<file path="src/rtl/fp_pkg.sv">
// Shared floating-point helpers: field-width math, canonical qNaN, operand
// classes and the sqrt controller state encoding.
package fp_pkg;

  typedef enum logic [2:0] {
    ZERO,
    DENORM,
    NORMAL,
    INF,
    NAN
  } fp_class_e;

  localparam logic [1:0] ST_IDLE  = 2'd0;
  localparam logic [1:0] ST_ISSUE = 2'd1;
  localparam logic [1:0] ST_WAIT  = 2'd2;
  localparam logic [1:0] ST_RESP  = 2'd3;

  typedef enum logic [1:0] {
    IDLE  = ST_IDLE,
    ISSUE = ST_ISSUE,
    WAIT  = ST_WAIT,
    RESP  = ST_RESP
  } sqrt_state_e;

  function automatic int fp_man_w(input int data_w, input int exp_w);
    return data_w - exp_w - 1;
  endfunction

  function automatic int fp_bias(input int exp_w);
    return (1 << (exp_w - 1)) - 1;
  endfunction

  // Positive sign, all-ones exponent, only the quiet bit of the mantissa set.
  function automatic logic [63:0] fp_qnan(input int data_w, input int exp_w);
    logic [63:0] q;
    q = 64'd0;
    for (int i = 0; i <= exp_w; i++) begin
      q[fp_man_w(data_w, exp_w) - 1 + i] = 1'b1;
    end
    return q;
  endfunction

endpackage

</file>
<file path="src/rtl/fp_class.sv">
// Combinational IEEE-754 operand classifier; sign is reported separately so
// callers decide what a negative operand means for their operation.
module fp_class
  import fp_pkg::*;
#(
  parameter int DATA_W = 32,
  parameter int EXP_W  = 8
) (
  input  logic [DATA_W-1:0] op,
  output fp_class_e         cls,
  output logic              sign
);

  localparam int MAN_W = fp_man_w(DATA_W, EXP_W);

  logic [EXP_W-1:0] exp_f;
  logic [MAN_W-1:0] man_f;

  assign sign  = op[DATA_W-1];
  assign exp_f = op[DATA_W-2 -: EXP_W];
  assign man_f = op[MAN_W-1:0];

  always_comb begin
    cls = NORMAL;
    if (exp_f == '1) begin
      cls = (man_f != '0) ? NAN : INF;
    end else if (exp_f == '0) begin
      cls = (man_f != '0) ? DENORM : ZERO;
    end
  end

endmodule

</file>
<file path="src/rtl/fp_sqrt_ctrl.sv">
// Valid/ready wrapper around the iterative fp_sqrt core: special operands are
// answered locally, normal ones are issued to the core and the result captured.
module fp_sqrt_ctrl
  import fp_pkg::*;
#(
  parameter int DATA_W = 32,
  parameter int EXP_W  = 8
) (
  input  logic              clk,
  input  logic              rst,
  input  logic              in_valid,
  output logic              in_ready,
  input  logic [DATA_W-1:0] in_op,
  output logic              out_valid,
  input  logic              out_ready,
  output logic [DATA_W-1:0] out_res,
  output logic              out_overflow,
  output logic              out_underflow,
  output logic              out_exception,
  output logic              core_start,
  output logic [DATA_W-1:0] core_op,
  input  logic              core_done,
  input  logic [DATA_W-1:0] core_res
);

  localparam logic [DATA_W-1:0] QNAN = DATA_W'(fp_qnan(DATA_W, EXP_W));

  sqrt_state_e       state;
  logic              first_wait;
  fp_class_e         in_cls;
  logic              in_sign;
  logic              byp_hit;
  logic [DATA_W-1:0] byp_res;
  logic              byp_unf;
  logic              byp_exc;

  fp_class #(
    .DATA_W(DATA_W),
    .EXP_W (EXP_W)
  ) u_class (
    .op  (in_op),
    .cls (in_cls),
    .sign(in_sign)
  );

  // Bypass result for operands that never reach the core.
  always_comb begin
    byp_hit = 1'b1;
    byp_res = in_op;
    byp_unf = 1'b0;
    byp_exc = 1'b0;
    case (in_cls)
      NAN: begin
        byp_res = QNAN;
        byp_exc = 1'b1;
      end
      ZERO: byp_res = in_op;
      DENORM: begin
        byp_res = {in_sign, {(DATA_W-1){1'b0}}};
        byp_unf = 1'b1;
      end
      default: begin
        if (in_sign) begin
          byp_res = QNAN;
          byp_exc = 1'b1;
        end else if (in_cls == NORMAL) begin
          byp_hit = 1'b0;
        end
      end
    endcase
  end

  always_ff @(posedge clk) begin
    if (!rst) begin
      state         <= IDLE;
      first_wait    <= 1'b0;
      in_ready      <= 1'b0;
      out_valid     <= 1'b0;
      out_res       <= '0;
      out_overflow  <= 1'b0;
      out_underflow <= 1'b0;
      out_exception <= 1'b0;
      core_start    <= 1'b0;
      core_op       <= '0;
    end else begin
      case (state)
        IDLE: begin
          in_ready <= 1'b1;
          if (in_ready && in_valid) begin
            in_ready <= 1'b0;
            core_op  <= in_op;
            if (byp_hit) begin
              out_res       <= byp_res;
              out_overflow  <= 1'b0;
              out_underflow <= byp_unf;
              out_exception <= byp_exc;
              out_valid     <= 1'b1;
              state         <= RESP;
            end else begin
              core_start <= 1'b1;
              state      <= ISSUE;
            end
          end
        end
        ISSUE: begin
          core_start <= 1'b0;
          first_wait <= 1'b1;
          state      <= WAIT;
        end
        // core_done is still high from the previous operation in the first cycle.
        WAIT: begin
          if (first_wait) begin
            first_wait <= 1'b0;
          end else if (core_done) begin
            out_res       <= core_res;
            out_overflow  <= 1'b0;
            out_underflow <= 1'b0;
            out_exception <= 1'b0;
            out_valid     <= 1'b1;
            state         <= RESP;
          end
        end
        RESP: begin
          if (out_ready) begin
            out_valid <= 1'b0;
            in_ready  <= 1'b1;
            state     <= IDLE;
          end
        end
        default: state <= IDLE;
      endcase
    end
  end

endmodule
</file>
<file path="config.mk">
export PLATFORM = sky130hd
export DESIGN_NAME = fp_sqrt_ctrl
export DESIGN_NICKNAME = d
export VERILOG_FILES = /design/src/rtl/fp_pkg.sv /design/src/rtl/fp_class.sv /design/src/rtl/fp_sqrt_ctrl.sv
export SDC_FILE = /design/constraint.sdc
export NUM_CORES = 1
export LEC_CHECK = 0
export ABC_AREA = 1
export CORE_UTILIZATION = 42
export CTS_BUF_LIST = sky130_fd_sc_hd__clkbuf_4
export DETAILED_ROUTE_END_ITERATION = 7
export MAX_ROUTING_LAYER = met4
export PLACE_DENSITY = 0.8
export SLEW_MARGIN = 20
export SYNTH_ARGS = -nofsm -noshare
export SYNTH_HDL_FRONTEND = slang
export SYNTH_SLANG_ARGS = --single-unit
</file>
<file path="constraint.sdc">
create_clock -name clk -period 2.3 [get_ports clk]
set_clock_uncertainty 0.2 [all_clocks]
set_input_delay 0.46 -clock clk [delete_from_list [all_inputs] [get_ports clk]]
set_output_delay 0.46 -clock clk [all_outputs]
set_load 0.02 [all_outputs]
</file>
; Word-level counts from Yosys, hierarchy flattened
; Index checks and enable logic that the tools add are counted.
[classes]
n_addsub = 0
multipliers = 0
n_div = 0
n_lt_le_gt_ge = 0
n_eq_ne = 13
n_shift = 0
n_mux = 47
bitwise = 0
reduce_logical = 18
[op_table]
columns = op, n
row1 = two-way mux 32 bit, 4
row2 = one-hot mux 32 bit (3 select lines), 1
row3 = one-hot mux 32 bit (2 select lines), 1
row4 = two-way mux 31 bit, 1
row5 = two-way mux 1 bit, 23
row6 = nonzero test 23 bit, 1
row7 = one-hot mux 1 bit (2 select lines), 7
row8 = "inequality test 2 bit, second input constant", 6
row9 = two-way mux 2 bit, 5
row10 = two-way mux 3 bit, 3
row11 = "== test 8 bit, second input constant", 1
row12 = zero test 8 bit, 1
row13 = one-hot mux 2 bit (4 select lines), 1
row14 = nonzero test 2 bit, 4
row15 = AND reduction 6 bit, 1
row16 = AND reduction 5 bit, 1
row17 = "== test 2 bit, second input constant", 2
row18 = AND reduction 2 bit, 2
row19 = AND reduction 4 bit, 1
row20 = "== test 3 x 1 -> 1 bit, second input constant", 1
row21 = "== test 3 x 2 -> 1 bit, second input constant", 1
row22 = "== test 3 bit, second input constant", 1
row23 = zero test 3 bit, 1
row24 = one-hot mux 1 bit (3 select lines), 1
row25 = other kinds (7), 7
[totals]
register_bits = 73
latchBits = 0
ram_bits = 0
mem_bits_ro = 0
inputBits = 69
output_inout_bits = 70
wordCells = 88
mem_count = 0

; Depth between registers and ports, before layout
; Gate-level depths: netlist of the first run.
[depth]
ltp_word = 11
ltp_mapped = 13
depth_no_buf = 11

; Hierarchy
; From an unflattened synthesis of the first run, not the netlist that was laid out.
[hier_totals]
cells_unflattened = 553
area_unflattened_um2 = 3693.5
[by_module_without_submodules]
columns = mod, instances, cells_per_inst, area_each_um2, seq_area_each_um2
row1 = fp_sqrt_ctrl, 1, 513, 3520.9, 1441.4
row2 = fp_class, 1, 40, 172.7, 0.0

; Worst setup path after synthesis of the first run
; No wires, ideal clock.
[synth_timing]
path_kind = reg2reg
start = reg state[0]
end = reg out_exception
setup_ns = 0.128
arrival_time_ns = 1.521
path_slack_ns = 0.452
stages_incl_launch_ff = 13
cell_sequence = dfxtp_1 > inv_1 > ha_1 > buf_2 > nand2_1 > nand2_1 > nor2_2 > nand2_4 > inv_6 > buf_6 > nor2_1 > nor2_1 > nor2_1
[synth_via]
elab_chain_cells = 3
[synth_lines]
columns = item, line
row1 = "start, declared", fp_sqrt_ctrl.sv:28  ; sqrt_state_e state;
row2 = "start signal, assigned", fp_sqrt_ctrl.sv:75  ; state <= IDLE;
row3 = "start signal, assigned", fp_sqrt_ctrl.sv:98  ; state <= RESP;
row4 = "start signal, assigned", fp_sqrt_ctrl.sv:101  ; state <= ISSUE;
row5 = == test 2 bit or zero test 2 bit (tied branches), fp_sqrt_ctrl.sv:86  ; case (state)
row6 = inequality test 2 bit (no source line) or nonzero test 2 bit (tied branches), n/a
row7 = AND reduction 5 bit (no source line), n/a
row8 = "end signal, assigned", fp_sqrt_ctrl.sv:96  ; out_exception <= byp_exc;
row9 = "end, declared", fp_sqrt_ctrl.sv:19  ; output logic out_exception,
; Several ways; a longest one is shown, not always the timed one.
; A chain may end at the register's enable or synchronous reset.

; Final worst setup path of the first run
[layout_timing]
start = reg out_res[9]
end = out out_res[9]
[layout_rtl]
columns = item, line
row1 = "start, declared", fp_sqrt_ctrl.sv:16  ; output logic [DATA_W-1:0] out_res,
row2 = "start signal, assigned", fp_sqrt_ctrl.sv:93  ; out_res <= byp_res;
row3 = "start signal, assigned", fp_sqrt_ctrl.sv:115  ; out_res <= core_res;
; No word-level cell between the ends.

==> metrics.cfg, run 1 <==
[yosys]
yosysSeqAreaShare=0.460
synth-edff-count=0
yosysTopAreaCell=dfxtp_1
ys_warn_count=0
ys_seq_elements=72
async_flop_share=0
synth_top_flop_cell=dfxtp_1
synth_cell_types=22
syn_avg_cell_area_um2=7.06
yosysTopAreaCellShare=0.460
synthCells=444
synthTopCellsByCount=nor2_1, nand2_1, dfxtp_1
synth_area_leaders=dfxtp_1, nor2_1, a21oi_1
netlist_area_um2=3130
yosysMostFrequentCell=nor2_1
synth_nets=517

[cells_and_area]
multiInputGateArea_um2=1460
area_growth_pct=52.5
n_antenna_cell=0
register_area_um2=1440
fillers=637
drive_gt1_frac=0.0637
fin_nets=649
fin_cells=680

[job]
cap_violations=0

[routing]
wl_per_cell_um=13.5
drt-initial-drc-count=164
drc=0
drtPass1Iterations=4
via_count=3406
finalWirelength_mm=9.19
vias_per_cell=5.01
ant_nets=0

[worst_setup_path]
crit_path_max_fanout=2
ff2ff_setup_slack_ps=290
cp.arrival_ps=1400
start_kind=flop
critical_path.max_stage_delay_ps=630
reg2reg_to=out_res[28]
crit_type=reg -> out
crit_required_ps=1640
r2r-start=state[0]
crit_path_end_kind=primary output
reg2reg_depth=10
critPathBufInv=1
crit_chain=clkdlybuf4s50_1
crit_family=buffers and inverters
startpoint=out_res[9]
critical-path-slowest-cell=clkdlybuf4s50_1

[power]
power.density_nw_per_um2=1150
ir_drop_mv=0.662
p_leak_nw=1.91

[place]
routabilityCongestion=0.905
dp_hpwl_mm=6.59
portBuffers=137
dp.cells=664
dp_slack_ps=-27.1

[floorplan]
io_pins=139
row_count=31
coreArea_um2=7210
initial_core_util=0.434
die-area_um2=7810
die_x_um=88.4
die_h_um=88.4

[timing]
hold_violations=0
clock.fmax_mhz=485
post-route-period-util=0.896
fin_ws_ps=238
rsz0062_at_grt=false
fin_crit_ps=2060
setup-violations-final=0
report.final.slew_viol_count=0

[global_routing]
antenna_found_initial=0
grt_max_degree=43
grt_pass1_wl_mm=14.6
grt_pass1_vias=3352
overflow=0
grtUsageTotal=0.249

[clocking]
cts_resized=0
numCtsBuffers=9
cts_tree=yes
clk-insertion-delay-late_ps=390
numClockSinks=72
cts_setup_buffers=0
cts_buffer_depth=2
htreeDepth=3
holdBufCountCts=0
cts-root-buf=clkbuf_4
path_clk_slew_ps=130

[min_path]
worst_hold_path.num_cells=2
holdCritStartpoint=core_op[0]
hp-class=reg -> reg
worstHoldEndpoint=core_op[0]

[outcome]
outcome=complete, no violations

==> through the flow <==
| step | area (um^2) | hold slack [ps] | setup TNS [ps] | total power [W] | util |
|---|---|---|---|---|---|
| CTS | 4780 | 268 | 0 | 0.00551 | 0.663 |
| finish | 4780 | 265 | 0 | 0.00548 | 0.663 |
| global route | 4780 | 289 | 0 | 0.00587 | 0.663 |
| global placement | 4600 | 248 | -1.93 | 0.00443 | 0.637 |
| detailed placement | 4600 | 252 | -48.8 | 0.00450 | 0.637 |
| floorplan | 3130 | 287 | 0 | 0.00347 | - |
==> placed cells by master (no fill, tap or decap), types with 2 or more instances in the layout <==
cell,n
nand4_1,2
clkbuf_4,10
clkdlybuf4s50_1,137
nand3_1,45
dfxtp_1,72
buf_4,14
a21oi_1,61
bufinv_16,3
nor2_1,82
o21ai_1,14
o21ai_0,27
nand2_1,78
ha_1,4
inv_1,18
nor2_2,3
nand2_4,2
==> cells by family (layout without fill, tap and decap cells) <==
group | Yosys count | count (layout) | share of synthesized area
flops | 72 | 72 | 0.460
fa+ha+maj | 4 | 4 | 0.0160
simple gates | 213 | 213 | 0.282
other cells | 1 | 1 | 0.00120
buf+inv | 51 | 188 | 0.0754
compound gates | 103 | 103 | 0.165
==> metal layers <==
| layer | up-vias | wire [um] | track usage |
|---|---|---|---|
| met4 | 0 | 158 | 0.117 |
| met1 | 1543 | 3720 | 0.272 |
| met5 | - | 0 | - |
| li1 | 1713 | - | - |
| met2 | 136 | 4450 | 0.412 |
| met3 | 14 | 867 | 0.0765 |
==> power by group <==
part           total, W  leakage (nW)  internal (W)  switching (W)
clock network  0.000993        0.0980      0.000560       0.000433
logic           0.00274          1.22       0.00111        0.00163
registers       0.00175         0.588       0.00158       0.000172
total           0.00548          1.91       0.00324        0.00224
==> flip-flops by register name, summed over array words and instances, names as in the netlist <==
name	flops
out_exception	1
out_res	32
out_valid	1
out_underflow	1
core_op	32
state	2
first_wait	1
in_ready	1
core_start	1
==> layout make-up <==
class	count	area share
timing repair buffer	152	0.313
multi-input combinational	321	0.305
sequential	72	0.301
clock inverter	6	0.0225
clock buffer	10	0.0157
inverter	20	0.0167
tap	99	0.0259
==> worst max path at each step <==
stage / endpoint / depth (start not counted)
floorplan: out_exception / 12
global placement: out_res[23] / 11
detailed placement: out_res[28] / 10
CTS: out_res[22] / 1
global route: out_res[16] / 9
finish: out_res[9] / 1
==> worst register-to-register path, delay by kind of cell, from the launching register on <==
kind	cells	cell delay (ps)
buffers and inverters	3	360
DFF	1	390
adders and majority gates	1	270
and+or+nand+nor	6	720
(Power assumes the default switching activity.)
==> inputs of run 2 (changes only) <==
--- a/config.mk
+++ b/config.mk
@@ -6,6 +6,7 @@
 export NUM_CORES = 1
 export LEC_CHECK = 0
 export ABC_AREA = 1
+export CORE_ASPECT_RATIO = 1.25
 export CORE_UTILIZATION = 42
 export CTS_BUF_LIST = sky130_fd_sc_hd__clkbuf_4
 export DETAILED_ROUTE_END_ITERATION = 7
==> run 2 against run 1 <==
Compared with the run above:
- largest cell class unchanged
- final area grew 0.47%
- worst setup slack got worse by 3.1 ps
- cell count shrank 0.59%
==> metrics.cfg, run 2 (synthesis results as in run 1) <==
[worst_setup_path]
start_kind=flop
crit_path_end_kind=primary output
critPathBufInv=1  ; unchanged
crit_chain=clkdlybuf4s50_1
cp.arrival_ps=1400  ; about the same
crit_required_ps=1640  ; about the same
crit_path_max_fanout=2  ; unchanged
critical-path-slowest-cell=clkdlybuf4s50_1
crit_type=reg -> out
critical_path.max_stage_delay_ps=620  ; about the same
crit_family=buffers and inverters

[min_path]
hp-class=reg -> reg

[floorplan]
row_count=34  ; +9.7%
die_h_um=98.6  ; +12%
die-area_um2=7810  ; about the same
die_x_um=79.3  ; -10%
initial_core_util=0.441  ; +0.00673
coreArea_um2=7100  ; -1.5%
io_pins=139  ; unchanged

[clocking]
clk-insertion-delay-late_ps=410  ; +20 ps
holdBufCountCts=0  ; unchanged
cts_buffer_depth=2  ; unchanged
htreeDepth=3  ; unchanged
cts_tree=yes
cts_resized=0  ; unchanged
path_clk_slew_ps=110  ; -20 ps
numClockSinks=72  ; unchanged
numCtsBuffers=9  ; unchanged
cts_setup_buffers=0  ; unchanged
cts-root-buf=clkbuf_4

[timing]
rsz0062_at_grt=false
report.final.slew_viol_count=0  ; unchanged
fin_crit_ps=2060  ; +3.12 ps
setup-violations-final=0  ; unchanged
post-route-period-util=0.898  ; +0.00136
clock.fmax_mhz=484  ; -0.15%
hold_violations=0  ; unchanged

[outcome]
outcome=complete, no violations

[routing]
vias_per_cell=5.14  ; +2.7%
ant_nets=0  ; unchanged
finalWirelength_mm=9.24  ; +0.46%
via_count=3477  ; +2.1%
drc=0  ; unchanged
drtPass1Iterations=4  ; unchanged
wl_per_cell_um=13.7  ; +1.1%
drt-initial-drc-count=130  ; -21%

[global_routing]
grtUsageTotal=0.247  ; -0.00210
grt_pass1_vias=3349  ; -0.089%
overflow=0  ; unchanged
grt_max_degree=47  ; +9.3%
antenna_found_initial=0  ; unchanged
grt_pass1_wl_mm=14.8  ; +0.81%

[cells_and_area]
n_antenna_cell=0  ; unchanged
fin_cells=676  ; -0.59%
largestRegisters=core_op x32, out_res x32, state x2
post-route-util=0.676  ; +0.0134
final_cell_mix=clkdlybuf4s50_1, nor2_1, nand2_1
multiInputGateArea_um2=1460  ; unchanged
area_growth_pct=53.3
register_area_um2=1440  ; unchanged
fillers=625  ; -1.9%
layout_commonest_cell=clkdlybuf4s50_1
drive_gt1_frac=0.0717  ; +0.00799
fin_nets=654  ; +0.77%

[place]
portBuffers=137  ; unchanged
routabilityCongestion=0.908  ; +0.34%
dp.cells=660  ; -0.60%
dp_hpwl_mm=6.64  ; +0.84%

[job]
cap_violations=0  ; unchanged

[power]
power.density_nw_per_um2=1140  ; -0.69%
ir_drop_mv=0.757  ; +14%
p_leak_nw=1.92  ; +0.78%

==> run 2: cell count changes in the layout (fill, tap and decap cells not counted), sizes merged <==
| cell | change |
|---|---|
| bufinv | -1 |
| clkinvlp | +1 |
| buf | +5 |
| clkbuf | -1 |
| clkinv | +1 |
==> run 2: per-stage QoR <==
step | area, um^2 | setup WS [ps] | hold slack (ps) | power [W] | TNS, ps
floorplan | 3130 | 452 | 287 | 0.00347 | 0
CTS | 4800 | 202 | 269 | 0.00549 | 0
finish | 4800 | 235 | 268 | 0.00547 | 0
global placement | 4650 | 12.6 | 248 | 0.00454 | 0
detailed placement | 4650 | -15.2 | 252 | 0.00459 | -60.7
global route | 4800 | 142 | 285 | 0.00584 | 0
==> run 2: report_power, final <==
group | total (W) | switching, W | internal [W] | leakage, nW
clock network | 0.000880 | 0.000449 | 0.000432 | 0.0831
logic | 0.00283 | 0.00163 | 0.00121 | 1.25
registers | 0.00175 | 0.000177 | 0.00158 | 0.588
==> run 2: path summary, 6_finish.rpt <==
path	cells past startpoint	endpoint	slack [ps]	startpoint
setup / recovery	1	out_res[21]	240	out_res[21]
hold reg to reg	2	core_op[12]	270	core_op[12]
hold / removal	2	core_op[12]	270	core_op[12]
setup reg to reg	9	out_res[19]	330	state[1]
==> run 2: layout make-up <==
type                            count  share of cell area
Clock buffer                        9              0.0141
Inverter                           20              0.0167
Tap cell                           90              0.0234
Sequential cell                    72               0.300
Timing Repair Buffer              157               0.325
Multi-Input combinational cell    321               0.303
Clock inverter                      7              0.0180
==> run 2: metal layers <==
layer  part of all wire  routed length (um)  GRT usage
met1               0.43                3970      0.277
met4              0.023                 209      0.112
met3              0.073                 674     0.0565
met5                  0                   0          -
met2               0.47                4380      0.411
